**src/rtl/polyphase_interpolator.sv**
```systemverilog
// Runtime-selectable 1..L_MAX upsampler built on an L_MAX-phase polyphase FIR.
// One shared input delay line; one phase is computed per output sample, with a combinational bypass.
module polyphase_interpolator #(
    parameter int DATA_WIDTH  = 16,
    parameter int COEFF_WIDTH = 16,
    parameter int L_MAX       = 4,
    parameter int TAPS        = 4,
    parameter logic signed [L_MAX*TAPS*COEFF_WIDTH-1:0] COEFFS = '0,
    localparam int OUTPUT_WIDTH = DATA_WIDTH + COEFF_WIDTH + $clog2(TAPS) + 1,
    localparam int FW           = $clog2(L_MAX + 1)
) (
    input  logic                           clk,
    input  logic                           arst_n,
    input  logic                           bypass,
    input  logic [FW-1:0]                  factor_in,
    input  logic signed [DATA_WIDTH-1:0]   src_data_in,
    input  logic                           src_valid_in,
    output logic                           src_ready_out,
    output logic signed [OUTPUT_WIDTH-1:0] dst_data_out,
    output logic                           dst_valid_out,
    input  logic                           dst_ready_in,
    output logic                           busy_out
);

    typedef enum logic [1:0] {
        IDLE,
        CALC,
        OUT
    } state_t;

    state_t state_q, state_d;

    logic signed [DATA_WIDTH-1:0]   x_p0 [TAPS];
    logic signed [OUTPUT_WIDTH-1:0] acc_p1;
    logic signed [OUTPUT_WIDTH-1:0] sum_p0;
    logic signed [OUTPUT_WIDTH-1:0] bypass_data;
    logic [FW-1:0]                  phase;
    logic [FW-1:0]                  factor_q;
    logic                           accept;
    logic                           last_phase;

    // A factor of 0 still produces one output; anything above L_MAX is capped.
    function automatic logic [FW-1:0] clamp_factor(input logic [FW-1:0] f);
        if (f == '0) begin
            return FW'(1);
        end
        if (int'(f) > L_MAX) begin
            return FW'(L_MAX);
        end
        return f;
    endfunction

    function automatic logic signed [COEFF_WIDTH-1:0] coef(input int p, input int k);
        return COEFFS[(p*TAPS + k)*COEFF_WIDTH +: COEFF_WIDTH];
    endfunction

    assign accept     = !bypass && (state_q == IDLE) && src_valid_in;
    assign last_phase = (phase == factor_q - FW'(1));

    // Operands are widened before multiplying so every partial product and the sum stay exact.
    always_comb begin
        sum_p0 = '0;
        for (int k = 0; k < TAPS; k++) begin
            sum_p0 = sum_p0 + OUTPUT_WIDTH'(coef(int'(phase), k)) * OUTPUT_WIDTH'(x_p0[k]);
        end
    end

    assign bypass_data = OUTPUT_WIDTH'(src_data_in) <<< (COEFF_WIDTH - 1);

    always_ff @(posedge clk) begin
        if (!arst_n) begin
            state_q <= IDLE;
        end else begin
            state_q <= state_d;
        end
    end

    always_comb begin
        state_d = state_q;
        unique case (state_q)
            IDLE: begin
                if (accept) begin
                    state_d = CALC;
                end
            end
            CALC: state_d = OUT;
            OUT: begin
                if (dst_ready_in) begin
                    state_d = last_phase ? IDLE : CALC;
                end
            end
            default: state_d = IDLE;
        endcase
    end

    // Input stage: delay line and per-sample factor; accumulator holds the phase result for OUT.
    always_ff @(posedge clk) begin
        if (!arst_n) begin
            for (int k = 0; k < TAPS; k++) begin
                x_p0[k] <= '0;
            end
            acc_p1   <= '0;
            phase    <= '0;
            factor_q <= '0;
        end else begin
            if (accept) begin
                x_p0[0] <= src_data_in;
                for (int k = 1; k < TAPS; k++) begin
                    x_p0[k] <= x_p0[k-1];
                end
                factor_q <= clamp_factor(factor_in);
                phase    <= '0;
            end
            if (state_q == CALC) begin
                acc_p1 <= sum_p0;
            end
            if ((state_q == OUT) && dst_ready_in && !last_phase) begin
                phase <= phase + FW'(1);
            end
        end
    end

    assign src_ready_out = bypass ? dst_ready_in : (state_q == IDLE);
    assign dst_valid_out = bypass ? src_valid_in : (state_q == OUT);
    assign dst_data_out  = bypass ? bypass_data : acc_p1;
    assign busy_out      = (state_q != IDLE);

endmodule

```
**config.mk**
```make
export PLATFORM = sky130hd
export DESIGN_NAME = polyphase_interpolator
export DESIGN_NICKNAME = d
export VERILOG_FILES = /design/src/rtl/polyphase_interpolator.sv
export SDC_FILE = /design/constraint.sdc
export NUM_CORES = 1
export LEC_CHECK = 0
export BUFFER_PORTS_ARGS = -buffer_cell sky130_fd_sc_hd__buf_2
export CAP_MARGIN = 20
export CELL_PAD_IN_SITES_DETAIL_PLACEMENT = 1
export CELL_PAD_IN_SITES_GLOBAL_PLACEMENT = 1
export CORE_MARGIN = 3
export CORE_UTILIZATION = 43
export DETAILED_ROUTE_END_ITERATION = 8
export GPL_TIMING_DRIVEN = 0
export HOLD_SLACK_MARGIN = 0.12
export PLACE_DENSITY_LB_ADDON = 0.1
export RECOVER_POWER = 50
export SLEW_MARGIN = 20
export SYNTH_ARGS = -nofsm -noshare
export SYNTH_HDL_FRONTEND = slang
export SYNTH_SLANG_ARGS = --single-unit
export TNS_END_PERCENT = 20
```
**constraint.sdc**
```tcl
create_clock -name clk -period 9.22 [get_ports clk]
set_input_delay 1.383 -clock clk [delete_from_list [all_inputs] [get_ports clk]]
set_output_delay 1.383 -clock clk [all_outputs]
set_load 0.01 [all_outputs]
```
* After elaboration in Yosys (flattened, before gate mapping)
Memory sizes are Yosys's and may differ from the RTL's. Index checks and enable logic that the tools add are counted.
Word-level totals: bits of input ports 24, bits in registers 43, output and inout bits 38, RAM bits 64, logic and storage cells 70, memories 1
Memory list:
- x_p0 | words 4, width 16, rd ports 4, clocked after Yosys merged registers in 0, wr ports 4, line 33 | logic signed [DATA_WIDTH-1:0] x_p0 [TAPS];
Operators by class: eq/ne operators 5, multiplexer cells 28, bitwise operators 4, multiply operators 4, order comparisons 1, add/sub/neg operators 8, shift operators 4, reductions and logical operators 11
Operators with widths (count):
- $shiftx A256 B11 Y16 const A | 3
- $shiftx A256 B10 Y16 const A | 1
- $mul A16 B16 Y32 | 4
- $mux W16 | 4
- $add A34 B32 Y35 | 1
- $mux W35 | 1
- $add A33 B32 Y34 | 1
- $add A32 B32 Y33 | 1
- $mux W3 | 6
- $mux W1 | 14
- $add A5 B2 Y6 const B | 2
- $add A5 B1 Y6 const B | 1
- $pmux W2 S3 | 1
- $logic_and A1 B1 Y1 | 4
- $mux W2 | 2
- $ne A2 B2 Y1 const B | 2
- $or A1 B1 Y1 | 4
- $reduce_bool A2 Y1 | 2
- $add A3 B1 Y3 const B | 1
- $eq A3 B3 Y1 | 1
- $gt A3 B3 Y1 const B | 1
- $logic_not A3 Y1 | 1
- $sub A3 B1 Y3 const B | 1
- $eq A2 B1 Y1 const B | 1
- 4 further kinds | 5

* Logic depth before layout (Yosys ltp)
word-level depth 10, mapped depth 22, depth with buffers taken out 22

* Worst setup path before layout
Ideal clock, no wire load.
path type reg2reg, start memory x_p0[1][15] (netlist: x_p0[0][31]), end register acc_p1[33], stages on the path, launching flop included 21, arrival time 4.280 ns, setup time 0.115 ns, required time 9.105 ns, period minus slack after synthesis 4.396 ns, path buffers 0, slack 4.824 ns, path through edfxtp_1 -> inv_1 -> ha_1 -> inv_1 -> ha_1 -> fa_1 -> fa_1 -> ha_1 -> ha_1 -> ha_1 -> inv_1 -> fa_1 -> nor2b_1 -> o21ai_0 -> nand2_1 -> ha_1 -> o21bai_1 -> ha_1 -> nand2_1 -> o211ai_1 -> and3_1
RTL lines:
- from (decl) | line 33
- to (signal assigned) | line 115 | acc_p1 <= sum_p0;
- to (decl) | line 34 | logic signed [OUTPUT_WIDTH-1:0] acc_p1;

==> metrics <==
run status=finished, final reports clean; biggest area consumer among synthesized cells=dfxtp_1; Max Buffers Root-to-Sink=2; post-DR vias/cell=roughly 5; number of synthesized flops with an enable pin=4; post-CTS setup buffer count=0; Post-DRT Antenna Nets=0; post-synth design cell area=2370 um2; CORE AREA=5200 um2; Yosys reg bits=31; Syn Inst Count=267; vias in the first global route=approximately 2000; CP startpoint kind=flip-flop; DR WL/cell=14.5 um; Peak VDD IR=around 0.055 mV; antenna violations before repair=0; CP Capture Type=flip-flop; Peak Freq=206 MHz; Final Net Count=395; fin crit share=between 50% and 60%; Static Leakage=1.41 nW; grt met2 use=between 30% and 40%; P per Cell Area=160 nW/um2; hpwl dp=around 4500 um; Worst Hold Launch=acc_p1[16]; WP data arrival=5020 ps; Distinct cells, synth=41; Final Slew Violations=0; GP Congestion=approximately 0.75; GRT Max-Usage Layer=met2; Min-Delay Path Class=reg -> reg; hold path depth=2; DP Area=2730 um2; die height=80.2 um; Hold Path Sink=acc_p1[16]; first-pass GRT wire length=roughly 9600 um; clk_lat worst skew=between 200 and 300 ps; Syn. warnings=0; starting density of the core=about 46%; pin count of the biggest net entering global routing=11; CTS Buf Count=5; Worst Tran Pin Value=between 800 and 900 ps; GRT Total Usage=19.5%; Avg Cell Area, Syn=8.87 um2; CTS tree=done; Clock Sinks=31; first drt pass iteration count=4; row count=26; design area=2810 um2; setup TNS=0 ps; Post-route DRC=0; worst r2r src=x_p0[0][31]; Total Wirelength=~6000 um; Synth top area share=22.8%; grt ovf=0; final setup fails=0; GR Layer Usage met1=between 20% and 30%; # port buffers=45; n_diodes=0; post-cts sizing count=0; max-cap violations=0; clk root buf=clkbuf_8; share of cells above drive strength 1=21.6%; WS Path Type=reg -> reg; Most used DFF post-synth=dfxtp_1; reg2reg end=acc_p1[33]; CTS Hold Bufs=0; htree depth=2; CP Max Fanout=4; area of the die=6430 um2; Hold Fails Final Rpt=0; ranking of synthesized cells by area=dfxtp_1 23%, ha_1 16%, nand2_1 6.5%; minimum clock period=4850 ps; Setup Skew=~6.7 ps; top-level I/O count=62; hold_ws=464 ps; clock-pin slew on the worst setup and hold paths=70 ps; detailed-route via count=2007; reg2reg setup slack=4370 ps; Worst EP required=9400 ps; sequential fraction of the synthesis area=between 20 and 30%; Async SR Flop Fraction=0%; Global Route met3 Usage=3.92%; Initial DRC Count=between 50 and 60; Slew HR=42.1%; Area growth, synth to finish=18.6%; worst-case reg-to-reg path depth=20; die width=80.2 um; RSZ-0062 raised after global routing=no
==> critical path, stage by stage (launching register included) <==
cell and delay [ps]:
edfxtp_1 450, inv_1 130, ha_1 150, inv_1 40, ha_1 320, fa_1 590
fa_1 510, ha_1 310, ha_1 300, ha_1 240, inv_1 80, fa_1 200
nor2b_1 70, o21ai_0 310, nand2_1 100, ha_1 190, o21bai_1 160, ha_1 210
nand2_1 60, o211ai_1 90, and3_1 210
==> cell usage after synthesis (4+ instances only) <==
master / n
clkbuf_1: 9
and3_1: 8
a21oi_1: 4
mux2_2: 13
nand3_1: 6
edfxtp_1: 4
inv_1: 29
o211ai_1: 4
ha_1: 31
nor2b_1: 4
o21ai_0: 16
dfxtp_1: 27
nor2_1: 4
a21boi_0: 10
fa_1: 7
nand2_1: 41
buf_4: 15
==> worst max path at each step <==
stage	start	endpoint	slack (ps)	depth (start not counted)
floorplan	x_p0[0][31]	acc_p1[33]	4820	20
global placement	x_p0[0][31]	acc_p1[33]	4430	20
detailed placement	x_p0[0][31]	acc_p1[33]	4380	20
CTS	x_p0[0][31]	acc_p1[33]	4350	20
global route	x_p0[0][31]	acc_p1[33]	4080	20
finish	x_p0[0][31]	acc_p1[33]	4370	20
==> sequential cells by signal, summed over array words and instances, names as in the netlist <==
| name | count |
|---|---|
| acc_p1 | 19 |
| factor_q | 3 |
| x_p0 | 4 |
| state_q | 2 |
| phase | 3 |
==> cell families (layout without fill, tap and decap cells) <==
kind of cell / Yosys count / in the layout / share of synthesized area [%]
other cells: 1 / 15 / 0.158
mux: 13 / 13 / 6.18
simple gates: 75 / 75 / 15.5
fa+ha+maj: 38 / 38 / 22.3
flops: 31 / 31 / 27.9
xor+xnor: 4 / 4 / 2.06
buf+inv: 56 / 109 / 11.7
compound gates: 49 / 49 / 14.2
==> through the flow <==
step           util (%)  cells  power [mW]  setup WS, ps
2_1_floorplan         -    281       0.275          4820
3_3_place_gp       52.5    396       0.314          4430
3_5_place_dp       52.5    396       0.321          4380
4_1_cts            54.6    404       0.461          4350
5_1_grt            54.0    404       0.490          4080
6_report           54.0    404       0.451          4370
==> power by group <==
group          internal (mW)  switching (mW)  total [mW]
clock                 0.0791          0.0545       0.134
sequential             0.146         0.00610       0.152
combinational         0.0695          0.0951       0.165
total                  0.295           0.156       0.451
==> placed cells by master, fill, tap and decap left out, drive strengths merged, types with 3 or more instances in the layout <==
| master | instances |
|---|---|
| dfxtp | 27 |
| nor2 | 4 |
| a21boi | 11 |
| o211ai | 4 |
| clkbuf | 27 |
| fa | 7 |
| xor2 | 3 |
| inv | 29 |
| a21oi | 4 |
| edfxtp | 4 |
| nand3 | 6 |
| o21ai | 16 |
| conb | 15 |
| buf | 50 |
| nand2 | 41 |
| ha | 31 |
| nand2b | 3 |
| nor2b | 4 |
| and3 | 8 |
| mux2 | 13 |
| o31ai | 3 |
==> area by class of cell <==
class	count	area, um2
sequential	31	661
timing repair buffer	45	211
clock inverter	3	38.8
clock buffer	5	68.8
multi-input combinational	194	1470
tap	70	87.6
buffer	27	159
inverter	29	109
fill	663	2400
==> metal layers <==
layer	wire length, um	share of wire (%)
met1	2450	42
met2	3060	52
met3	252	4.3
met4	95	1.6
met5	0	0
Power figures use the tool's default switching activity.
